==> config.mk <==
export PLATFORM = sky130hd
export DESIGN_NAME = mc_controller
export DESIGN_NICKNAME = d
export VERILOG_FILES = /design/src/rtl/mc_pkg.sv /design/src/rtl/mc_condcheck.sv /design/src/rtl/mc_controller.sv
export SDC_FILE = /design/constraint.sdc
export NUM_CORES = 1
export LEC_CHECK = 0
export CORE_MARGIN = 5
export CORE_UTILIZATION = 35
export DETAILED_ROUTE_END_ITERATION = 7
export PLACE_DENSITY = 0.7
export SETUP_SLACK_MARGIN = 0.5
export SYNTH_ARGS = -nofsm -noshare
export SYNTH_HDL_FRONTEND = slang
export SYNTH_HIERARCHICAL = 1
export SYNTH_SLANG_ARGS = --single-unit
==> constraint.sdc <==
create_clock -name clk -period 2.3 [get_ports clk]
set_input_delay 0.46 -clock clk [delete_from_list [all_inputs] [get_ports clk]]
set_output_delay 0.46 -clock clk [all_outputs]
set_load 0.02 [all_outputs]
==> src/rtl/mc_pkg.sv <==
// Shared definitions for the multicycle ARM control unit: FSM states,
// instruction field codes, ALU operation encodings and condition codes.
package mc_pkg;

    typedef enum logic [3:0] {
        S_FETCH  = 4'd0,
        S_DECODE = 4'd1,
        S_MEMADR = 4'd2,
        S_MEMRD  = 4'd3,
        S_MEMWB  = 4'd4,
        S_MEMWR  = 4'd5,
        S_EXECR  = 4'd6,
        S_EXECI  = 4'd7,
        S_ALUWB  = 4'd8,
        S_BRANCH = 4'd9,
        S_VECEX  = 4'd10
    } mc_state_e;

    localparam logic [1:0] OP_DP  = 2'b00;
    localparam logic [1:0] OP_MEM = 2'b01;
    localparam logic [1:0] OP_BR  = 2'b10;
    localparam logic [1:0] OP_VEC = 2'b11;

    localparam logic [3:0] CMD_AND = 4'b0000;
    localparam logic [3:0] CMD_SUB = 4'b0010;
    localparam logic [3:0] CMD_ADD = 4'b0100;
    localparam logic [3:0] CMD_CMP = 4'b1010;
    localparam logic [3:0] CMD_ORR = 4'b1100;

    localparam logic [2:0] ALU_ADD = 3'b000;
    localparam logic [2:0] ALU_SUB = 3'b001;
    localparam logic [2:0] ALU_AND = 3'b010;
    localparam logic [2:0] ALU_ORR = 3'b011;

    localparam logic [3:0] COND_EQ = 4'b0000;
    localparam logic [3:0] COND_NE = 4'b0001;
    localparam logic [3:0] COND_CS = 4'b0010;
    localparam logic [3:0] COND_CC = 4'b0011;
    localparam logic [3:0] COND_MI = 4'b0100;
    localparam logic [3:0] COND_PL = 4'b0101;
    localparam logic [3:0] COND_VS = 4'b0110;
    localparam logic [3:0] COND_VC = 4'b0111;
    localparam logic [3:0] COND_HI = 4'b1000;
    localparam logic [3:0] COND_LS = 4'b1001;
    localparam logic [3:0] COND_GE = 4'b1010;
    localparam logic [3:0] COND_LT = 4'b1011;
    localparam logic [3:0] COND_GT = 4'b1100;
    localparam logic [3:0] COND_LE = 4'b1101;
    localparam logic [3:0] COND_AL = 4'b1110;
    localparam logic [3:0] COND_NV = 4'b1111;

    // Map a data-processing cmd onto the ALU operation; unknown cmds add.
    function automatic logic [2:0] alu_op(input logic [3:0] cmd);
        logic [2:0] op;
        case (cmd)
            CMD_ADD: op = ALU_ADD;
            CMD_SUB: op = ALU_SUB;
            CMD_AND: op = ALU_AND;
            CMD_ORR: op = ALU_ORR;
            CMD_CMP: op = ALU_SUB;
            default: op = ALU_ADD;
        endcase
        return op;
    endfunction

endpackage

==> src/rtl/mc_condcheck.sv <==
// Condition-field evaluator: decides from Cond and the stored NZCV flags
// whether the current instruction is allowed to take effect.
module mc_condcheck
    import mc_pkg::*;
(
    input  logic [3:0] cond_i,
    input  logic [3:0] flags_i,
    output logic       cond_ex_o
);

    logic n_s, z_s, c_s, v_s;

    assign {n_s, z_s, c_s, v_s} = flags_i;

    // Standard ARM condition table; the NV encoding behaves as always.
    always_comb begin
        cond_ex_o = 1'b1;
        case (cond_i)
            COND_EQ: cond_ex_o = z_s;
            COND_NE: cond_ex_o = ~z_s;
            COND_CS: cond_ex_o = c_s;
            COND_CC: cond_ex_o = ~c_s;
            COND_MI: cond_ex_o = n_s;
            COND_PL: cond_ex_o = ~n_s;
            COND_VS: cond_ex_o = v_s;
            COND_VC: cond_ex_o = ~v_s;
            COND_HI: cond_ex_o = c_s & ~z_s;
            COND_LS: cond_ex_o = ~c_s | z_s;
            COND_GE: cond_ex_o = (n_s == v_s);
            COND_LT: cond_ex_o = (n_s != v_s);
            COND_GT: cond_ex_o = ~z_s & (n_s == v_s);
            COND_LE: cond_ex_o = z_s | (n_s != v_s);
            COND_AL: cond_ex_o = 1'b1;
            COND_NV: cond_ex_o = 1'b1;
            default: cond_ex_o = 1'b1;
        endcase
    end

endmodule

==> src/rtl/mc_controller.sv <==
// Multicycle ARM control unit: Moore FSM sequencing each instruction,
// NZCV flag register, condition gating and a per-lane vector sequencer.
module mc_controller
    import mc_pkg::*;
#(
    parameter  int VEC_LANES = 4,
    parameter  int ALUCTRL_W = 3,
    localparam int LW        = (VEC_LANES > 1) ? $clog2(VEC_LANES) : 1
) (
    input  logic                 clk,
    input  logic                 reset,
    input  logic [31:12]         Instr,
    input  logic [3:0]           ALUFlags,
    output logic                 PCWrite,
    output logic                 AdrSrc,
    output logic                 MemWrite,
    output logic                 IRWrite,
    output logic                 RegWrite,
    output logic                 VecWrite,
    output logic [LW-1:0]        VecLane,
    output logic [1:0]           ResultSrc,
    output logic [1:0]           ALUSrcA,
    output logic [1:0]           ALUSrcB,
    output logic [1:0]           ImmSrc,
    output logic [1:0]           RegSrc,
    output logic [ALUCTRL_W-1:0] ALUControl,
    output logic                 Busy
);

    localparam logic [LW-1:0] LAST_LANE = LW'(VEC_LANES - 1);

    mc_state_e     state_q, state_d;
    logic [3:0]    flags_q, flags_d;
    logic [LW-1:0] lane_q, lane_d;
    logic          vcond_q, vcond_d;

    logic [1:0] op_s;
    logic [5:0] funct_s;
    logic [3:0] cmd_s;
    logic [3:0] cond_s;
    logic       cond_ex_s;
    logic       is_cmp_s, is_logic_s;
    logic       flagw_nzcv_s, flagw_nz_s;
    logic [2:0] alu_s;
    logic       unused_instr_s;

    assign op_s    = Instr[27:26];
    assign funct_s = Instr[25:20];
    assign cmd_s   = funct_s[4:1];
    assign cond_s  = Instr[31:28];

    // Register-address fields are consumed by the datapath, not here.
    assign unused_instr_s = ^Instr[19:12];

    assign is_cmp_s     = (cmd_s == CMD_CMP);
    assign is_logic_s   = (cmd_s == CMD_AND) || (cmd_s == CMD_ORR);
    assign flagw_nzcv_s = is_cmp_s | (funct_s[0] & ~is_logic_s);
    assign flagw_nz_s   = funct_s[0] & is_logic_s;

    mc_condcheck u_condcheck (
        .cond_i    (cond_s),
        .flags_i   (flags_q),
        .cond_ex_o (cond_ex_s)
    );

    // State, flag, lane and vector-condition registers with synchronous reset.
    always_ff @(posedge clk) begin
        if (!reset) begin
            state_q <= S_FETCH;
            flags_q <= 4'b0000;
            lane_q  <= '0;
            vcond_q <= 1'b0;
        end else begin
            state_q <= state_d;
            flags_q <= flags_d;
            lane_q  <= lane_d;
            vcond_q <= vcond_d;
        end
    end

    // Next-state sequencing for every instruction class.
    always_comb begin
        state_d = S_FETCH;
        case (state_q)
            S_FETCH:  state_d = S_DECODE;
            S_DECODE: begin
                case (op_s)
                    OP_MEM:  state_d = S_MEMADR;
                    OP_BR:   state_d = S_BRANCH;
                    OP_VEC:  state_d = S_VECEX;
                    default: state_d = funct_s[5] ? S_EXECI : S_EXECR;
                endcase
            end
            S_MEMADR: state_d = funct_s[0] ? S_MEMRD : S_MEMWR;
            S_MEMRD:  state_d = S_MEMWB;
            S_MEMWB:  state_d = S_FETCH;
            S_MEMWR:  state_d = S_FETCH;
            S_EXECR:  state_d = S_ALUWB;
            S_EXECI:  state_d = S_ALUWB;
            S_ALUWB:  state_d = S_FETCH;
            S_BRANCH: state_d = S_FETCH;
            S_VECEX:  state_d = (lane_q == LAST_LANE) ? S_FETCH : S_VECEX;
            default:  state_d = S_FETCH;
        endcase
    end

    // Flag update in ALUWB (logical ops keep C and V), lane stepping and
    // one-shot capture of the vector condition while decoding.
    always_comb begin
        flags_d = flags_q;
        lane_d  = lane_q;
        vcond_d = vcond_q;
        if ((state_q == S_ALUWB) && cond_ex_s) begin
            if (flagw_nzcv_s) begin
                flags_d = ALUFlags;
            end else if (flagw_nz_s) begin
                flags_d = {ALUFlags[3:2], flags_q[1:0]};
            end else begin
                flags_d = flags_q;
            end
        end else begin
            flags_d = flags_q;
        end
        if (state_q == S_DECODE) begin
            lane_d  = '0;
            vcond_d = cond_ex_s;
        end else if (state_q == S_VECEX) begin
            lane_d = (lane_q == LAST_LANE) ? '0 : lane_q + LW'(1);
        end else begin
            lane_d = lane_q;
        end
    end

    // Per-state datapath controls; while reset is low all enables are held
    // off and the selects sit at their FETCH values.
    always_comb begin
        PCWrite   = 1'b0;
        AdrSrc    = 1'b0;
        MemWrite  = 1'b0;
        IRWrite   = 1'b0;
        RegWrite  = 1'b0;
        VecWrite  = 1'b0;
        ResultSrc = 2'b00;
        ALUSrcA   = 2'b00;
        ALUSrcB   = 2'b00;
        alu_s     = ALU_ADD;
        case (state_q)
            S_FETCH: begin
                IRWrite   = 1'b1;
                PCWrite   = 1'b1;
                ALUSrcA   = 2'b01;
                ALUSrcB   = 2'b10;
                ResultSrc = 2'b10;
            end
            S_DECODE: begin
                ALUSrcA = 2'b01;
                ALUSrcB = 2'b10;
            end
            S_MEMADR: begin
                ALUSrcB = 2'b01;
                alu_s   = funct_s[3] ? ALU_ADD : ALU_SUB;
            end
            S_MEMRD:  AdrSrc = 1'b1;
            S_MEMWB: begin
                ResultSrc = 2'b01;
                RegWrite  = cond_ex_s;
            end
            S_MEMWR: begin
                AdrSrc   = 1'b1;
                MemWrite = cond_ex_s;
            end
            S_EXECR:  alu_s = alu_op(cmd_s);
            S_EXECI: begin
                ALUSrcB = 2'b01;
                alu_s   = alu_op(cmd_s);
            end
            S_ALUWB: begin
                alu_s    = alu_op(cmd_s);
                RegWrite = cond_ex_s & ~is_cmp_s;
            end
            S_BRANCH: begin
                ALUSrcB   = 2'b01;
                ResultSrc = 2'b10;
                PCWrite   = cond_ex_s;
                RegWrite  = cond_ex_s & funct_s[4];
            end
            S_VECEX: begin
                ALUSrcB  = funct_s[5] ? 2'b01 : 2'b00;
                alu_s    = alu_op(cmd_s);
                VecWrite = vcond_q;
            end
            default: alu_s = ALU_ADD;
        endcase
        if (!reset) begin
            PCWrite   = 1'b0;
            IRWrite   = 1'b0;
            RegWrite  = 1'b0;
            MemWrite  = 1'b0;
            VecWrite  = 1'b0;
            AdrSrc    = 1'b0;
            ALUSrcA   = 2'b01;
            ALUSrcB   = 2'b10;
            ResultSrc = 2'b10;
            alu_s     = ALU_ADD;
        end else begin
            alu_s = alu_s;
        end
    end

    assign ALUControl = ALUCTRL_W'(alu_s);
    assign ImmSrc     = op_s;
    assign RegSrc     = {(op_s == OP_MEM) & ~funct_s[0], (op_s == OP_BR)};
    assign VecLane    = lane_q;
    assign Busy       = (state_q != S_FETCH);

endmodule

==> Flow_metrics.wiki <==
{| class="wikitable"
! Metric !! Value
|-
| Crit Path Category || reg2out
|-
| CTS max path bufs || 2
|-
| Placer's final routability congestion estimate || approximately 0.85
|-
| WP data arrival || between 1.5 and 2 ns
|-
| Worst Setup Start Kind || flip-flop
|-
| Worst path bufs/invs || 1
|-
| Pin count of the biggest net entering global routing || 18
|-
| Post-synth ARST share || 0
|-
| Utilization after layout || 0.636
|-
| Final instance area || about 1900 µm²
|-
| Clock tree from TritonCTS || yes
|-
| Synth Register Bits || 11
|-
| Register clock-pin slew on the reported worst setup and hold paths || about 0.070 ns
|-
| Number of global-route vias before repair || approximately 1200
|-
| # Max-Cap Violations || 0
|-
| Crit path required time || around 1.8 ns
|-
| Hold-fix buffers at CTS || 0
|-
| Clock latency of the later-clocked register in the worst-skew pair || 0.26 ns
|-
| Average footprint of a synthesized cell || around 7.3 µm²
|-
| FF+latch area || around 230 µm²
|-
| Clock Skew || between 0.007 and 0.008 ns
|-
| Final number of hold-violating endpoints || 0
|-
| Result of the run || complete, but fails checks
|-
| Fraction of final layout cells sized beyond drive strength 1 || 0.491
|-
| Standby leakage power || 0.000849 µW
|-
| Commonest register cell after synthesis || sky130_fd_sc_hd__dfxtp_1
|-
| Cell with the most instances after synthesis || sky130_fd_sc_hd__nand2_1
|-
| Synth top area share || 0.206
|-
| Multiplexer share of the synthesized area || 0.0573
|-
| Most instantiated cells after synthesis || sky130_fd_sc_hd__nand2_1 (19), sky130_fd_sc_hd__nor2_1 (14), sky130_fd_sc_hd__dfxtp_1 (11), sky130_fd_sc_hd__nor2b_1 (10), sky130_fd_sc_hd__a21oi_1 (9)
|-
| Global-route wire length before repair || 5.51 mm
|-
| Layout-stage area growth over the synthesis result || 78.6%
|-
| Leading cell types by total area after synthesis || sky130_fd_sc_hd__dfxtp_1 (21%), sky130_fd_sc_hd__nand2_1 (6.7%), sky130_fd_sc_hd__nor2b_1 (5.8%), sky130_fd_sc_hd__buf_4 (5.6%), sky130_fd_sc_hd__nor2_1 (4.9%)
|-
| Congestion Overflow GR || 0
|-
| Critical-path top delay cell || sky130_fd_sc_hd__or4_1
|-
| Maximum resistive drop on vdd || 242 µV
|-
| Setup slack on the worst flop-to-flop path || 0.13 ns
|-
| Wire length per cell || around 14 µm
|-
| Combined area of the multi-input logic cells || roughly 920 µm²
|-
| Total length of routed wires || between 3 and 4 mm
|-
| Maximum clock rate || 424 MHz
|-
| IO Port Bufs || 37
|-
| Area inside the core boundary || about 3000 µm²
|-
| Final setup viols || 3
|-
| RSZ-0062 raised after global routing || true
|-
| DIE AREA || approximately 4300 µm²
|-
| Maximum fanout along the worst path || 3
|-
| Width of the die || about 65 µm
|-
| Site row count || 20
|-
| Peak per-stage delay on the critical path || approximately 0.4 ns
|-
| Dominant combinational cell family by area after synthesis || simple AND/OR/NAND/NOR gates
|-
| Final clock period utilization by the worst path || 1.02
|-
| Placed standard-cell area || ~1600 µm²
|-
| Tightest Hold Check Type || reg2reg
|-
| CTS Buf Count || 3
|-
| Fill cells || between 200 and 300
|-
| Worst Slack Setup Final || -0.0568 ns
|-
| Worst reg-to-reg path cell count || 11
|-
| Slew Viols, Final || 0
|-
| Antenna diode count || 0
|-
| Clock root cell || sky130_fd_sc_hd__clkbuf_4
|-
| Count of vias placed by the detailed router || 1287
|-
| Post-synth cell types || 42
|-
| Series of cell instances along the critical path || xor2_1, or4_1, nand2_1, a22oi_2, o21ai_2, nand3_1, o21ai_0, and3_4, buf_6
|-
| XOR/XNOR share of the synthesized area || 0.0655
|-
| Final min period || 2.36 ns
|-
| Antenna-violating nets left || 0
|-
| Hold path cells || 2
|-
| Category of the worst setup path capture point || primary output
|-
| Ports placed on the boundary || 48
|-
| Area fraction in compound gates after synthesis || 0.181
|-
| Reg-to-reg critical path startpoint || flags_q[0]
|-
| Number of cells on the critical path || 9
|-
| Adder-Cell Fraction of Synth Area || 0.0117
|-
| Cell type with the largest total area after synthesis || sky130_fd_sc_hd__dfxtp_1
|-
| Antenna violations before repair || 0
|-
| HPWL reported at the end of detailed placement || around 2.5 mm
|-
| Synth warnings || 6
|-
| Failing checks || setup timing
|-
| Mapped Cells || around 150
|-
| Startpoint of the most critical hold path || vcond_q
|-
| Summed instance area of the synthesized netlist || between 1000 and 1500 µm²
|-
| DR pass1 iterations || 4
|-
| Hold Worst Slack || roughly 0.48 ns
|-
| Register area share after synthesis || 0.206
|-
| Simple-gate share of the synthesized area || 0.377
|-
| Count of flip-flops with a built-in enable after synthesis || 0
|-
| Die H || ~65 µm
|-
| Combined global-route utilization of all metal layers || 0.158
|-
| Power density over the cells || around 390 nW/µm²
|-
| Starting density of the core || 0.356
|-
| Gate family responsible for the most delay along the worst path || simple AND/OR/NAND/NOR gates
|-
| Number of remaining DRC errors || 0
|-
| Clock sink total || 11
|-
| H-tree levels || 1
|-
| Iter 0 DRT Violations || 41
|-
| Worst setup path startpoint || flags_q[0]
|-
| Net count of the finished layout || between 200 and 250
|-
| Via density per instance || ~5.2
|}
## registers in the layout, summed over array words and instances (netlist names)
register	flops
vcond_q	1
flags_q	4
VecLane	2
state_q	4
## final timing paths
kind | to
max | PCWrite
min | vcond_q
max reg2reg | flags_q[3]
min reg2reg | vcond_q
## kinds of logic (layout without fill, tap and decap cells)
logic type               Yosys count  in the layout
buffers and inverters             17             83
AND/OR/NAND/NOR                   74             74
other                              1              2
XOR/XNOR                           8              8
adder cells (fa/ha/maj)            1              1
multiplexers                       6              6
AO/OA/AOI/OAI                     29             29
flip-flops                        11             11
## where the power goes
group          leakage, µW  switching (µW)  total (µW)  internal (µW)
Sequential       0.0000926            8.79         209            200
Combinational     0.000742             199         409            210
Clock            0.0000150            61.0         128           67.0
## final cells by class
class	count	area share
multi-input combinational	120	0.481
clock buffer	4	0.0138
timing repair buffer	76	0.356
tap	33	0.0216
inverter	3	0.00589
sequential	11	0.122
## what timing repair did
| item | 4_1_cts | 5_1_grt |
|---|---|---|
| pin swaps | 14 | 12 |
| hold endpoints to repair | 0 | 0 |
| resized for setup | 150 | 32 |
| setup buffers | 8 | 4 |
| cloned | 0 | 0 |
| setup endpoints to repair | 23 | 17 |
## per-stage QoR
step	instances	setup TNS, ns	power, µW	worst slack, ns
floorplan	148	0	406	0.0863
global placement	231	-6.18	538	-0.956
detailed placement	231	-6.48	543	-0.974
CTS	243	-0.145	702	-0.0527
global route	247	-0.374	795	-0.149
finish	247	-0.132	746	-0.0568
## layout by cell type (no fill, tap or decap), drive strengths merged, types with 3 or more instances in the layout
master          n
dlygate4sd2     5
clkbuf          4
xnor2           5
nor2           15
o21ai           6
nand4bb         3
and3b           4
clkdlybuf4s50   7
a21oi           9
buf            61
o22ai           3
nand2b          4
dfxtp          11
nand2          19
xor2            3
and3            5
nor2b          10
mux2i           5
inv             3
nor3            5
## per-layer routing
metal | track usage | up-vias | share of wire
li1 | - | 644 | -
met1 | 0.208 | 618 | 0.45
met2 | 0.273 | 25 | 0.51
met3 | 0.0325 | 0 | 0.044
met4 | 0.0207 | 0 | 0
met5 | 0 | - | 0
## worst min-delay path: cells and delay by family (launching register included)
kind / cells / cell delay, ns
and+or+nand+nor: 1 / 0.05
AOI/OAI and AO/OA: 1 / 0.07
DFF: 1 / 0.31
Power figures use the tool's default switching activity.
